`config.mk`:
```
export PLATFORM = sky130hd
export DESIGN_NAME = sb_timer_responder
export DESIGN_NICKNAME = d
export VERILOG_FILES = /design/src/rtl/sb_pkg.sv /design/src/rtl/sb_timer_core.sv /design/src/rtl/sb_timer_responder.sv
export SDC_FILE = /design/constraint.sdc
export NUM_CORES = 1
export LEC_CHECK = 0
export BUFFER_PORTS_ARGS = -buffer_cell sky130_fd_sc_hd__buf_2
export CAP_MARGIN = 25
export CORE_MARGIN = 3
export CORE_UTILIZATION = 55
export CTS_CLUSTER_DIAMETER = 50
export DETAILED_ROUTE_END_ITERATION = 7
export PLACE_DENSITY = 0.85
export SYNTH_ARGS = -nofsm -noshare
export SYNTH_HDL_FRONTEND = slang
export SYNTH_SLANG_ARGS = --single-unit
```
`constraint.sdc`:
```
create_clock -name clk -period 5.3 [get_ports clk]
set_input_delay 0.795 -clock clk [delete_from_list [all_inputs] [get_ports clk]]
set_output_delay 0.795 -clock clk [all_outputs]
set_load 0.02 [all_outputs]
```
`src/rtl/sb_pkg.sv`:
```
// Shared types and constants for the system-bus timer responder.
package sb_pkg;
    localparam int SB_ADDR_W = 8;
    localparam int SB_DATA_W = 8;

    typedef enum logic [1:0] {
        ST_IDLE,
        ST_WAIT,
        ST_ACK,
        ST_HOLD
    } bus_state_t;

    localparam logic [3:0] REG_CTRL      = 4'h0;
    localparam logic [3:0] REG_STAT      = 4'h1;
    localparam logic [3:0] REG_RELOAD_LO = 4'h2;
    localparam logic [3:0] REG_RELOAD_HI = 4'h3;
    localparam logic [3:0] REG_COUNT_LO  = 4'h4;
    localparam logic [3:0] REG_COUNT_HI  = 4'h5;
    localparam logic [3:0] REG_PRESCALE  = 4'h6;

    localparam int CTRL_EN         = 0;
    localparam int CTRL_AUTORELOAD = 1;
    localparam int CTRL_IRQEN      = 2;
endpackage

```
`src/rtl/sb_timer_core.sv`:
```
// Prescaled 16-bit down-counter; flags expiry and asks the top to drop EN in one-shot mode.
module sb_timer_core
    import sb_pkg::*;
(
    input  logic        clk,
    input  logic        rst,
    input  logic        en,
    input  logic        autoreload,
    input  logic [15:0] reload,
    input  logic [7:0]  prescale,
    input  logic        load,
    output logic [15:0] count,
    output logic        expire,
    output logic        en_clr
);
    logic [7:0]  pre_q, pre_d;
    logic [15:0] count_q, count_d;
    logic        tick;

    always_comb begin
        pre_d   = pre_q;
        count_d = count_q;
        expire  = 1'b0;
        en_clr  = 1'b0;
        tick    = en && (pre_q == prescale);
        if (load) begin
            pre_d   = 8'd0;
            count_d = reload;
        end else if (en) begin
            pre_d = tick ? 8'd0 : pre_q + 8'd1;
            if (tick) begin
                if (count_q != 16'd0) begin
                    count_d = count_q - 16'd1;
                end else begin
                    expire = 1'b1;
                    if (autoreload) count_d = reload;
                    else            en_clr  = 1'b1;
                end
            end
        end
    end

    always_ff @(posedge clk) begin
        if (rst) begin
            pre_q   <= 8'd0;
            count_q <= 16'd0;
        end else begin
            pre_q   <= pre_d;
            count_q <= count_d;
        end
    end

    assign count = count_q;
endmodule

```
`src/rtl/sb_timer_responder.sv`:
```
// Bus responder for one 16-byte window: handshake FSM, timer registers, read mux and irq.
//   state   | meaning
//   IDLE    | waiting for a strobe to this window
//   WAIT    | inserting WAIT_STATES cycles before ack
//   ACK     | one-cycle ack, writes commit here
//   HOLD    | ack given, waiting for the strobe to drop
module sb_timer_responder
    import sb_pkg::*;
#(
    parameter logic [3:0]  BUS_ADDR74  = 4'b0001,
    parameter int unsigned WAIT_STATES = 1
) (
    input  logic                 clk,
    input  logic                 rst,
    input  logic                 sbstbi,
    input  logic                 sbrwi,
    input  logic [SB_ADDR_W-1:0] sbadri,
    input  logic [SB_DATA_W-1:0] sbdati,
    output logic [SB_DATA_W-1:0] sbdato,
    output logic                 sbacko,
    output logic                 irq
);
    localparam logic [2:0] WAIT_LOAD = (WAIT_STATES == 0) ? 3'd0 : 3'(WAIT_STATES - 1);

    bus_state_t     state_q, state_d;
    logic [2:0]     wait_q, wait_d;
    logic [2:0]     ctrl_q, ctrl_d;
    logic           exp_q, exp_d;
    logic [15:0]    reload_q, reload_d;
    logic [7:0]     presc_q, presc_d;
    logic [7:0]     shadow_q, shadow_d;
    logic [7:0]     dato_q, dato_d;
    logic [7:0]     rd_mux;
    logic [15:0]    count;
    logic [3:0]     off;
    logic           sel, go_ack, wr, rd_capture, load, expire, en_clr;

    assign off = sbadri[3:0];
    assign sel = sbstbi && (sbadri[7:4] == BUS_ADDR74);
    assign go_ack = ((state_q == ST_IDLE) && sel && (WAIT_STATES == 0)) ||
                    ((state_q == ST_WAIT) && (wait_q == 3'd0));
    assign wr = (state_q == ST_ACK) && sbrwi;
    assign rd_capture = go_ack && !sbrwi;

    always_ff @(posedge clk) begin
        if (rst) begin
            state_q <= ST_IDLE;
            wait_q  <= 3'd0;
        end else begin
            state_q <= state_d;
            wait_q  <= wait_d;
        end
    end

    always_comb begin
        state_d = state_q;
        wait_d  = wait_q;
        case (state_q)
            ST_IDLE: if (sel) begin
                state_d = (WAIT_STATES == 0) ? ST_ACK : ST_WAIT;
                wait_d  = WAIT_LOAD;
            end
            ST_WAIT: if (wait_q == 3'd0) state_d = ST_ACK;
                     else                wait_d  = wait_q - 3'd1;
            ST_ACK:  state_d = ST_HOLD;
            ST_HOLD: if (!sbstbi) state_d = ST_IDLE;
            default: state_d = ST_IDLE;
        endcase
    end

    always_comb begin
        sbacko = (state_q == ST_ACK);
        sbdato = dato_q;
    end

    always_comb begin
        case (off)
            REG_CTRL:      rd_mux = {5'd0, ctrl_q};
            REG_STAT:      rd_mux = {7'd0, exp_q};
            REG_RELOAD_LO: rd_mux = reload_q[7:0];
            REG_RELOAD_HI: rd_mux = reload_q[15:8];
            REG_COUNT_LO:  rd_mux = count[7:0];
            REG_COUNT_HI:  rd_mux = shadow_q;
            REG_PRESCALE:  rd_mux = presc_q;
            default:       rd_mux = 8'h00;
        endcase
    end

    // Expiry set is applied last so it beats a same-cycle write-1-clear.
    always_comb begin
        ctrl_d   = ctrl_q;
        exp_d    = exp_q;
        reload_d = reload_q;
        presc_d  = presc_q;
        load     = 1'b0;
        dato_d   = rd_capture ? rd_mux : 8'h00;
        shadow_d = (rd_capture && off == REG_COUNT_LO) ? count[15:8] : shadow_q;
        if (en_clr) ctrl_d[CTRL_EN] = 1'b0;
        if (wr) begin
            case (off)
                REG_CTRL: begin
                    ctrl_d = sbdati[2:0];
                    load   = sbdati[CTRL_EN] && !ctrl_q[CTRL_EN];
                end
                REG_STAT:      if (sbdati[0]) exp_d = 1'b0;
                REG_RELOAD_LO: reload_d[7:0]  = sbdati;
                REG_RELOAD_HI: reload_d[15:8] = sbdati;
                REG_PRESCALE:  presc_d = sbdati;
                default: ;
            endcase
        end
        if (expire) exp_d = 1'b1;
    end

    always_ff @(posedge clk) begin
        if (rst) begin
            ctrl_q   <= 3'd0;
            exp_q    <= 1'b0;
            reload_q <= 16'd0;
            presc_q  <= 8'd0;
            shadow_q <= 8'd0;
            dato_q   <= 8'd0;
        end else begin
            ctrl_q   <= ctrl_d;
            exp_q    <= exp_d;
            reload_q <= reload_d;
            presc_q  <= presc_d;
            shadow_q <= shadow_d;
            dato_q   <= dato_d;
        end
    end

    sb_timer_core u_core (
        .clk        (clk),
        .rst        (rst),
        .en         (ctrl_q[CTRL_EN]),
        .autoreload (ctrl_q[CTRL_AUTORELOAD]),
        .reload     (reload_q),
        .prescale   (presc_q),
        .load       (load),
        .count      (count),
        .expire     (expire),
        .en_clr     (en_clr)
    );

    assign irq = exp_q && ctrl_q[CTRL_IRQEN];
endmodule
```
Word level (Yosys, flattened, before mapping)
Cells that the tools add are included.
{"block": "classes", "n_addsub": 3, "n_eq_ne": 15, "bitwise": 1, "reduce_logical": 31, "mux": 32}
{"operator": "$mux W16", "n": 5}
{"operator": "$pmux W8 S7", "n": 1}
{"operator": "$mux W1", "n": 18}
{"operator": "$reduce_bool A16 Y1", "n": 1}
{"operator": "$sub A16 B1 Y16 const B", "n": 1}
{"operator": "$eq A4 B3 Y1 const B", "n": 3}
{"operator": "$reduce_and A3 Y1", "n": 4}
{"operator": "$reduce_bool A2 Y1", "n": 6}
{"operator": "$add A8 B1 Y8 const B", "n": 1}
{"operator": "$eq A4 B1 Y1 const B", "n": 2}
{"operator": "$eq A4 B2 Y1 const B", "n": 2}
{"operator": "$eq A8 B8 Y1", "n": 1}
{"operator": "$logic_and A1 B1 Y1", "n": 8}
{"operator": "$mux W8", "n": 1}
{"operator": "$pmux W2 S4", "n": 1}
{"operator": "$reduce_and A2 Y1", "n": 4}
{"operator": "$mux W2", "n": 3}
{"operator": "$mux W3", "n": 2}
{"operator": "$ne A2 B2 Y1 const B", "n": 3}
{"operator": "$pmux W3 S2", "n": 1}
{"operator": "$eq A2 B2 Y1 const B", "n": 2}
{"operator": "$logic_not A4 Y1", "n": 1}
{"operator": "$reduce_or A2 Y1", "n": 2}
{"operator": "$logic_not A3 Y1", "n": 1}
{"operator": "other kinds (7)", "n": 8}
{"block": "totals", "reg_bits": 73, "out_inout_bits": 10, "inputBits": 20, "elab_cells": 94}

Longest topological paths before layout
Gate-level depths: netlist (run 1).
{"block": "depth", "depth_word": 8, "depth_mapped": 9, "depth_no_buf": 8}

By module
A second synthesis (run 1) with hierarchy kept.
{"block": "hier_totals", "cells_unflattened": 450, "hier_area_um2": 3945.0}
{"mod": "sb_timer_responder", "area_each_um2": 2317.2, "instances": 1, "seq_area_each_um2": 980.9, "cells_per_inst": 250}
{"mod": "sb_timer_core", "area_each_um2": 1627.8, "instances": 1, "seq_area_each_um2": 480.5, "cells_per_inst": 200}

Worst setup path after synthesis (run 1)
OpenSTA, ideal clock, no wires.
{"block": "synth_timing", "path_type": "input to register", "from": "input port sbadri[0]", "to": "register u_core.count_q[3] (netlist: u_core.count[3])", "n_path_buf": 2, "required_time_ns": 5.178, "path_stages": 7, "slack_ns": 2.737, "arrival_time_ns": 2.441, "setup_ns": 0.122, "path_cell_list": "clkbuf_1 -> or4_1 -> or3_1 -> clkbuf_1 -> nand3_1 -> a21oi_1 -> a311o_1"}
{"block": "synth_between", "elab_chain_cells": 5, "word_cells_on_any_way": 8, "classes_between": "mux (3); reduce/logical (5)"}
{"item": "start, declared", "line": "sb_timer_responder.sv:17", "source": "input logic [SB_ADDR_W-1:0] sbadri,"}
{"item": "$logic_not A4 Y1 (*)", "line": "sb_timer_responder.sv:100", "source": "case (off)"}
{"item": "$mux W1 (*)", "line": "sb_timer_responder.sv:100"}
{"item": "$mux W1 (*)", "line": "sb_timer_responder.sv:99", "source": "if (wr) begin"}
{"item": "$reduce_bool A3 Y1 (no line) / $reduce_bool A2 Y1 (equally long branches)"}
{"item": "$reduce_and A3 Y1 (no line)"}
{"item": "end signal, assigned", "line": "sb_timer_core.sv:49", "source": "count_q <= count_d;"}
{"item": "end, declared", "line": "sb_timer_core.sv:17", "source": "logic [15:0] count_q, count_d;"}
Every way passes the cells marked *; elsewhere a longest branch is shown, timed or not.
A chain may end at the register's enable or synchronous reset.

Final worst setup path (run 1)
{"block": "layout_timing", "from": "register u_core.pre_q[2]", "to": "register u_core.count_q[8] (netlist: u_core.count[8])"}
{"block": "layout_between", "elab_chain_cells": 4}
{"item": "start, declared", "line": "sb_timer_core.sv:16", "source": "logic [7:0] pre_q, pre_d;"}
{"item": "start signal, assigned", "line": "sb_timer_core.sv:48", "source": "pre_q <= pre_d;"}
{"item": "$eq A8 B8 Y1", "line": "sb_timer_core.sv:25", "source": "tick = en && (pre_q == prescale);"}
{"item": "$logic_and A1 B1 Y1", "line": "sb_timer_core.sv:25"}
{"item": "$reduce_bool A2 Y1 (no line)"}
{"item": "$reduce_and A3 Y1 (no line)"}
No other way between the ends.

==> results of run 1 <==
==> how the worst max path moves through the flow <==
stage	slack, ns	end	depth (start not counted)	startpoint
2_1_floorplan	2.74	u_core.count[3]$_SDFFE_PP0P_	7	sbadri[0]
3_3_place_gp	2.27	u_core.count[4]$_SDFFE_PP0P_	6	sbadri[1]
3_5_place_dp	2.23	u_core.count[4]$_SDFFE_PP0P_	6	sbadri[1]
4_1_cts	2.17	u_core.count[8]$_SDFFE_PP0P_	6	u_core.pre_q[2]$_SDFFE_PP0P_
5_1_grt	1.77	u_core.count[8]$_SDFFE_PP0P_	6	u_core.pre_q[2]$_SDFFE_PP0P_
6_report	2.10	u_core.count[8]$_SDFFE_PP0P_	6	u_core.pre_q[2]$_SDFFE_PP0P_
==> logic make-up (layout without fill, tap and decap cells) <==
kind of cell / count (synthesis) / in the layout / synth area share [%]
AO/OA/AOI/OAI: 86 / 86 / 15.56
XOR/XNOR: 16 / 16 / 3.699
adder cells (fa/ha/maj): 9 / 9 / 2.972
buffers and inverters: 38 / 58 / 4.557
flip-flops: 73 / 73 / 38.57
multiplexers: 31 / 31 / 8.223
AND/OR/NAND/NOR: 192 / 192 / 26.42
==> final cells by class <==
class | instances | area (um^2) | share of cell area [%]
inverters | 11 | 41.29 | 0.9973
flip-flops and latches | 73 | 1461 | 35.30
clock buffers | 11 | 141.4 | 3.415
clock inverters | 4 | 77.57 | 1.874
well taps | 77 | 96.34 | 2.327
multi-input cells | 334 | 2155 | 52.04
repair buffers | 32 | 167.7 | 4.050
==> registers in the layout (all words and copies together), names as in the netlist <==
signal        flops
reload_q         16
wait_q            3
state_q           2
u_core.count     16
ctrl_q            3
sbdato            8
shadow_q          8
exp_q             1
presc_q           8
u_core.pre_q      8
==> power groups by stage <==
stage / clock network (W) / logic, W / registers (W)
floorplan: 0 / 0.000159 / 0.000588
global placement: 0 / 0.000201 / 0.000590
detailed placement: 0 / 0.000211 / 0.000592
CTS: 0.000490 / 0.000212 / 0.000579
global route: 0.000508 / 0.000242 / 0.000581
finish: 0.000488 / 0.000214 / 0.000580
==> worst max-delay path: stages, from the launching register on <==
cell and delay (ns):
dfxtp_1 0.35, xor2_1 0.17, nor4_1 0.46, nand3_1 0.79, o21ai_1 0.99, a21oi_1 0.19
a21oi_1 0.17
==> layout by cell type (no fill, tap or decap), drive strengths merged, types with 5 or more instances in the layout <==
master | synthesis | layout
nor4 | 12 | 12
or4 | 5 | 5
a31oi | 8 | 8
buf | 7 | 32
nand2 | 30 | 30
nand4 | 6 | 6
o21ai | 5 | 5
xor2 | 11 | 11
a22oi | 15 | 15
a21oi | 25 | 25
mux2i | 30 | 30
nor3 | 18 | 18
nor2 | 58 | 58
nand3 | 34 | 34
xnor2 | 5 | 5
o21a | 5 | 5
nand2b | 6 | 6
dfxtp | 73 | 73
ha | 9 | 9
o211ai | 10 | 10
inv | 11 | 11
clkbuf | 20 | 11
==> metal layers <==
metal / share of wire [%] / vias up / track usage (%)
li1: - / 1664 / -
met1: 40 / 1703 / 34.71
met2: 46 / 214 / 42.65
met3: 9.5 / 39 / 6.175
met4: 4.6 / 0 / 14.88
met5: 0 / - / 0
==> through the flow <==
stage | cells | setup slack [ns] | hold slack, ns | area [um^2]
global route | 542 | 1.773 | 0.4890 | 4140
finish | 542 | 2.102 | 0.4630 | 4140
floorplan | 445 | 2.737 | 0.4329 | 3789
detailed placement | 527 | 2.234 | 0.4553 | 3921
global placement | 527 | 2.267 | 0.4473 | 3921
CTS | 542 | 2.172 | 0.4658 | 4140
==> impl_metrics.ini, run 1 <==
[power]
p_switching_w = 0.0003601
internal_power_w = 0.0009211
ir_drop_mv = 0.2344
p_leak_nw = 1.555
power.density_nw_per_um2 = 309.4
clkPwrFrac_pct = 38.1
switching_share_pct = 28.10
total_power_w = 0.001281
sequentialPowerShare_pct = 45.2
power_frac_comb_pct = 16.7

[global_route]
first_global_vias = 3267
overflow = 0
groute.usage.overall_pct = 27.21
grt_pass1_wl_um = 16300
antenna_found_initial = 0
grt_max_degree = 50

[sta]
rsz0062_at_grt = no
finalMaxSlewViolations = 0
finClkSkew_ns = 0.006392
max_slew_margin_pct = 35.18
timing.final.crit_share_pct = 60.34
max_freq_ghz = 0.3127
setup_tns_ns = 0
setup_viol = 0
period_needed_ns = 3.198
tightest_slew_ns = 0.9695
finalHoldViolCount = 0

[synthesis]
synth_nets = 474
ys_types = 54
netlist_area_um2 = 3789
yosys_warnings = 0
syn_avg_cell_area_um2 = 8.514
yosysMostFrequentCell = dfxtp_1
synthArstFlopShare_pct = 0
synthTopCellsByArea = dfxtp_1, mux2i_1, nor2_1
syn_inst = 445
synth-seq-cells = 73
synth-edff-count = 0
yosys-top-cells-count = dfxtp_1, nor2_1, nand3_1
ys.flop_type = dfxtp_1
synth_top_cell_area_share_pct = 38.57
ys_seq_area_share_pct = 38.57
yosysTopAreaCell = dfxtp_1

[floorplan]
die_w_um = 89.00
die_h_um = 89.00
std_cell_rows = 29
start_util_pct = 58.33
io_pins = 30
die_area_um2 = 7920
core_area_um2 = 6495

[critical_path]
startpoint_type = flop
rr_startpoint = u_core.pre_q[2]$_SDFFE_PP0P_
r2r.worst_path.cells = 6
arrival_ns = 3.48
worst_setup_path_end_kind = flop
crit_type = flop to flop
crit_required_ns = 5.58
r2r-end = u_core.count[8]$_SDFFE_PP0P_
cp_max_fo = 26
r2r_setup_slack_ns = 2.10

[placement]
io_buffers = 29
hpwl_um = 7415
gp_congestion = 0.9471

[cts]
hold_buffers = 0
cts_max_level = 3
root_buffer = clkbuf_8
cts_tree = built
clockBufferDepth = 2
post-cts-setup-buffers = 0
cts_num_sinks = 73
clock_latency_ns = 0.36
clk_pin_slew_ns = 0.08
numCtsBuffers = 9
postCtsResizedCells = 0

[routing]
via_per_inst = 6.679
vias = 3620
wire_per_inst_um = 19.39
dr.first_iter.drc_count = 446
ant_nets = 0
drc_errors = 0
first_pass_iters = 5
totalWireLength_um = 10510

[layout]
syn2layout_area_growth_pct = 9.280
fillCellCount = 549
final_util_pct = 63.74
nets = 490
antenna_cells = 0
drive_above_1_share_pct = 12.47

[min_path]
whs_path_depth = 2
holdPathEnd = shadow_q[0]$_SDFFE_PP0P_
min_from = shadow_q[0]$_SDFFE_PP0P_
min-delay-path-class = flop to flop

[status]
status = completed

[flow_run]
cap_violations = 0
(Power assumes the default switching activity.)
==> run 2, diff against run 1 <==
--- a/config.mk
+++ b/config.mk
@@ -5,13 +5,14 @@
 export SDC_FILE = /design/constraint.sdc
 export NUM_CORES = 1
 export LEC_CHECK = 0
+export ABC_AREA = 1
 export BUFFER_PORTS_ARGS = -buffer_cell sky130_fd_sc_hd__buf_2
 export CAP_MARGIN = 25
 export CORE_MARGIN = 3
-export CORE_UTILIZATION = 55
+export CORE_UTILIZATION = 54
 export CTS_CLUSTER_DIAMETER = 50
 export DETAILED_ROUTE_END_ITERATION = 7
-export PLACE_DENSITY = 0.85
+export PLACE_DENSITY = 0.87
 export SYNTH_ARGS = -nofsm -noshare
 export SYNTH_HDL_FRONTEND = slang
 export SYNTH_SLANG_ARGS = --single-unit
==> constraint.sdc (replaced) <==
create_clock -name clk -period 2.6 [get_ports clk]
set_input_delay 0.39 -clock clk [delete_from_list [all_inputs] [get_ports clk]]
set_output_delay 0.39 -clock clk [all_outputs]
set_load 0.02 [all_outputs]
==> run 2 against run 1 <==
Effect of this change: die area up 6.3%; via count up 8.1%; wire length up 3.5%; maximum frequency up 51%; final area up 5.4%; critical path depth up 1; count of clock-buffer cells in the layout up 1; synthesized cell count up 28%; critical path type unchanged; critical endpoint is now reload_q[12]$_SDFFE_PP0P_.
==> impl_metrics.ini, run 2 <==
[min_path]
min-delay-path-class = input port to flop
whs_path_depth = 3
min_from = sbdati[5]

[cts]
clock_latency_ns = 0.36
hold_buffers = 0
cts_num_sinks = 73
cts_max_level = 3
post-cts-setup-buffers = 0
cts_tree = built
postCtsResizedCells = 0
root_buffer = clkbuf_8
numCtsBuffers = 9
clockBufferDepth = 2
clk_pin_slew_ns = 0.07

[floorplan]
die_h_um = 91.76
die_area_um2 = 8419
io_pins = 30
start_util_pct = 57.19
std_cell_rows = 30
core_area_um2 = 6944
die_w_um = 91.76

[critical_path]
crit_start = state_q[0]$_SDFFE_PP0P_
startpoint_type = flop
r2r.worst_path.cells = 7
worst_setup_path_end_kind = flop
crit_required_ns = 2.82
critPathMaxStageDelay_ns = 0.50
crit_slowest_cell = nand4_1
cp_max_fo = 16
crit_top_cell = inv_1
arrival_ns = 2.34
crit_chain = inv_1, ha_1, nand2_1, inv_1, nand4_1, o21ai_0, a21oi_1
rr_startpoint = state_q[0]$_SDFFE_PP0P_
crit_type = flop to flop

[sta]
rsz0062_at_grt = no
tightest_slew_ns = 0.6080
max_freq_ghz = 0.4721
setup_tns_ns = 0
setup_viol = 0
timing.final.crit_share_pct = 81.46
max_slew_margin_pct = 59.35
finClkSkew_ns = 0.008625
finalMaxSlewViolations = 0
period_needed_ns = 2.118
finalHoldViolCount = 0

[layout]
drive_above_1_share_pct = 14.26
syn2layout_area_growth_pct = 9.924
nets = 627
mostFrequentLayoutCells = nand2_1, inv_1, dfxtp_1
antenna_cells = 0
finalNonFillerCells = 699
fillCellCount = 664
layout_commonest_cell = nand2_1

[synthesis]
yosysMostFrequentCell = nand2_1
ys.flop_type = dfxtp_1
yosysTopAreaCell = dfxtp_1
ys_seq_area_share_pct = 36.80
syn_avg_cell_area_um2 = 6.979
yosys-top-cells-count = nand2_1, inv_1, dfxtp_1
synth_nets = 598
synthTopCellsByArea = dfxtp_1, nand2_1, inv_1
synth_top_cell_area_share_pct = 36.80
syn_inst = 569
synth-seq-cells = 73
ys_types = 37
yosys_warnings = 0
synth-edff-count = 0
synthArstFlopShare_pct = 0
netlist_area_um2 = 3971

[power]
power.density_nw_per_um2 = 544.7
p_leak_nw = 1.907
ir_drop_mv = 0.4575

[global_route]
antenna_found_initial = 0
first_global_vias = 3755
overflow = 0
grt_max_degree = 27
grt_pass1_wl_um = 18090
groute.usage.overall_pct = 26.93

[placement]
gp_congestion = 0.9180
io_buffers = 29
dp.cells = 683
hpwl_um = 8424

[routing]
vias = 3914
dr.first_iter.drc_count = 345
first_pass_iters = 6
drc_errors = 0
totalWireLength_um = 10880
via_per_inst = 5.599
ant_nets = 0
wire_per_inst_um = 15.56

[flow_run]
cap_violations = 0

[status]
status = completed
[run 2: worst max-delay path, delay by kind of cell (launching register included)]
family,cells,cell delay (ns)
buf+inv,2,0.29
simple gates,2,0.65
flops,1,0.34
compound gates,2,0.49
fa+ha+maj,1,0.22
[run 2: path summary, 6_finish.rpt]
check	slack (ns)	endpoint
setup / recovery	0.48	reload_q[12]$_SDFFE_PP0P_
hold / removal	0.34	reload_q[5]$_SDFFE_PP0P_
setup reg to reg	0.48	reload_q[12]$_SDFFE_PP0P_
hold reg to reg	0.47	shadow_q[0]$_SDFFE_PP0P_
[run 2: stage by stage]
stage / power, W / worst slack [ns] / util [%] / cell area (um^2) / hold WS (ns)
2_1_floorplan: 0.001408 / 0.7069 / - / 3971 / 0.4297
3_3_place_gp: 0.001471 / 0.6815 / 60.02 / 4168 / 0.4458
3_5_place_dp: 0.001498 / 0.5577 / 60.02 / 4168 / 0.4582
4_1_cts: 0.002377 / 0.5319 / 62.86 / 4365 / 0.3363
5_1_grt: 0.002468 / 0.2354 / 62.86 / 4365 / 0.3805
6_report: 0.002378 / 0.4819 / 62.86 / 4365 / 0.3412
[run 2: layer usage]
metal,vias to the layer above,wire length (um),track usage (%)
met4,0,312,10.77
met1,1788,4573,35.51
met5,-,0,0
met2,169,5089,42.73
li1,1929,-,-
met3,28,901,5.989
[run 2: kinds of logic after synthesis]
logic type,synth area share (%)
xor gates and xnor gates,1.544
buffers and inverters,10.30
and+or+nand+nor,28.32
adders and majority gates,2.836
DFF,36.80
AOI/OAI and AO/OA,20.20
[run 2: report_power, final]
group          internal, W  total, W  switching, W  leakage (nW)
Sequential         0.00115   0.00117     0.0000198         0.589
Clock             0.000472  0.000896      0.000424         0.101
Combinational    0.0000997  0.000313      0.000213          1.22
Total              0.00172   0.00238      0.000657          1.91
[run 2: area by class of cell]
type | count | area, um^2 | area share [%]
multi-input cells | 400 | 2101 | 48.12
flip-flops and latches | 73 | 1461 | 33.48
inverters | 82 | 317.8 | 7.280
repair buffers | 32 | 167.7 | 3.841
clock buffers | 12 | 145.1 | 3.325
well taps | 96 | 120.1 | 2.751
clock inverters | 4 | 52.55 | 1.204
==> run 3, diff against run 2 <==
--- a/config.mk
+++ b/config.mk
@@ -5,7 +5,7 @@
 export SDC_FILE = /design/constraint.sdc
 export NUM_CORES = 1
 export LEC_CHECK = 0
-export ABC_AREA = 1
+export ABC_AREA = 0
 export BUFFER_PORTS_ARGS = -buffer_cell sky130_fd_sc_hd__buf_2
 export CAP_MARGIN = 25
 export CORE_MARGIN = 3
==> constraint.sdc (replaced) <==
create_clock -name clk -period 1.7 [get_ports clk]
set_input_delay 0.255 -clock clk [delete_from_list [all_inputs] [get_ports clk]]
set_output_delay 0.255 -clock clk [all_outputs]
set_load 0.02 [all_outputs]
==> run 3 against run 2 <==
Effect of this change: the flow now finishes with violations (negative setup slack); wire length grew 56%; first-iteration DRC count rose to 2.7 times the previous value; register-to-register slack worse by 1.2 ns; sequential share of layout area down 6.5 points; via count up 21%; critical path depth rose by 2; combinational power increased to 3.6 times the previous value; count of clock-buffer cells in the layout fell by 3.
==> impl_metrics.ini, run 3 (same netlist as run 1, synthesis figures left out) <==
[layout]
layout_commonest_cell = buf_4
mostFrequentLayoutCells = buf_4, dfxtp_1, nor2_1
final_area_um2 = 5431
final_util_pct = 82.70
syn2layout_area_growth_pct = 43.36
drive_above_1_share_pct = 41.17
nets = 607
antenna_cells = 0

[power]
ir_drop_mv = 0.9080
power.density_nw_per_um2 = 812.6
p_leak_nw = 2.209
total_power_w = 0.004414

[sta]
rsz0062_at_grt = yes
period_needed_ns = 2.369
tightest_slew_ns = 0.5534
timing.final.crit_share_pct = 139.4
finalHoldViolCount = 0
setup_viol = 26
layout_setup_ws_ns = -0.6691
whs_ns = 0.1900
finalMaxSlewViolations = 0
finClkSkew_ns = 0.01696
max_slew_margin_pct = 62.77
max_freq_ghz = 0.4221

[floorplan]
start_util_pct = 57.69
std_cell_rows = 29
core_area_um2 = 6568
die_h_um = 89.76
die_area_um2 = 8057
io_pins = 30
die_w_um = 89.76

[global_route]
groute.usage.overall_pct = 35.21
grt_pass1_wl_um = 22510
overflow = 0
antenna_found_initial = 0
grt_max_degree = 24
first_global_vias = 4446

[flow_run]
cap_violations = 0

[cts]
cts_num_sinks = 73
cts_max_level = 3
clock_latency_ns = 0.39
clk_pin_slew_ns = 0.09
hold_buffers = 0
cts_tree = built
numCtsBuffers = 9
root_buffer = clkbuf_8
clockBufferDepth = 2

[critical_path]
crit_required_ns = 1.96
worst_setup_path_end_kind = flop
crit_type = flop to flop
cp_max_fo = 5
arrival_ns = 2.63
startpoint_type = flop

[min_path]
min-delay-path-class = input port to flop

[routing]
vias = 4736
totalWireLength_um = 16930
first_pass_iters = 7
drc_errors = 0
via_per_inst = 7.006
ant_nets = 0
dr.first_iter.drc_count = 935
wire_per_inst_um = 25.04

[placement]
gp_congestion = 0.9733
dpl-instance-area_um2 = 4852
hpwl_um = 9599
pre_cts_slack_ns = -0.4779
io_buffers = 29

[status]
violations = negative setup slack
status = finished with violations
## run 3: cell types whose count changed in the layout (fill, tap and decap cells not counted), moves of 10 or more
cell,change
buf_4,+105
buf_6,+10
a21oi_1,-27
mux2i_1,+30
a22oi_1,+15
o21ai_0,-55
nor2_1,-11
nand2_1,-75
o211ai_1,+10
inv_1,-67
nand3_2,+10
o22ai_1,-17
## run 3: final cells by class
| cell class | instances | area, um^2 |
|---|---|---|
| clock buffer | 9 | 123.9 |
| inverter | 11 | 41.29 |
| sequential | 73 | 1468 |
| multi-input combinational | 334 | 2496 |
| timing repair buffer | 149 | 1109 |
| fill | 322 | 1136 |
| clock inverter | 7 | 77.57 |
| tap | 93 | 116.4 |
## run 3: per-stage QoR
stage | setup TNS (ns) | std cells
after floorplan | -7.368 | 445
after global routing | -11.48 | 676
after detailed placement | -9.196 | 648
after global placement | -8.049 | 648
final | -9.557 | 676
after CTS | -6.302 | 670
## run 3: what timing repair did
action,in CTS,in global routing
gates cloned,1,0
endpoints found under the setup margin,28,44
setup buffers,5,8
pin swaps,11,21
gates resized for setup,20,47
## run 3: path summary, 6_finish.rpt
path / cells after the start / from / slack [ns] / endpoint
max reg2reg: 9 / u_core.count[0]$_SDFFE_PP0P_ / -0.67 / u_core.count[8]$_SDFFE_PP0P_
min reg2reg: 2 / shadow_q[6]$_SDFFE_PP0P_ / 0.49 / shadow_q[6]$_SDFFE_PP0P_
max: 9 / u_core.count[0]$_SDFFE_PP0P_ / -0.67 / u_core.count[8]$_SDFFE_PP0P_
min: 3 / sbdati[4] / 0.19 / reload_q[4]$_SDFFE_PP0P_
## run 3: critical path, cell delays in order, from the launching register on
cell and delay, ns:
dfxtp_2 0.34, inv_2 0.08, ha_4 0.13, or4b_4 0.51, nor4_4 0.33, nand2_2 0.14, buf_4 0.16, o21a_1 0.16
o211ai_1 0.26, a21oi_1 0.13
## run 3: power breakdown
part / switching, W / leakage [nW] / internal [W] / total [W]
Clock: 0.000775 / 0.100 / 0.000690 / 0.00147
Combinational: 0.000652 / 1.52 / 0.000493 / 0.00114
Sequential: 0.0000393 / 0.591 / 0.00176 / 0.00180
## run 3: layer usage
| layer | vias to the layer above | track usage (%) | wire length (um) |
|---|---|---|---|
| li1 | 1890 | - | - |
| met1 | 2144 | 40.78 | 5392 |
| met2 | 505 | 57.96 | 7463 |
| met3 | 197 | 7.095 | 2139 |
| met4 | 0 | 25.29 | 1931 |
| met5 | - | 0 | 0 |
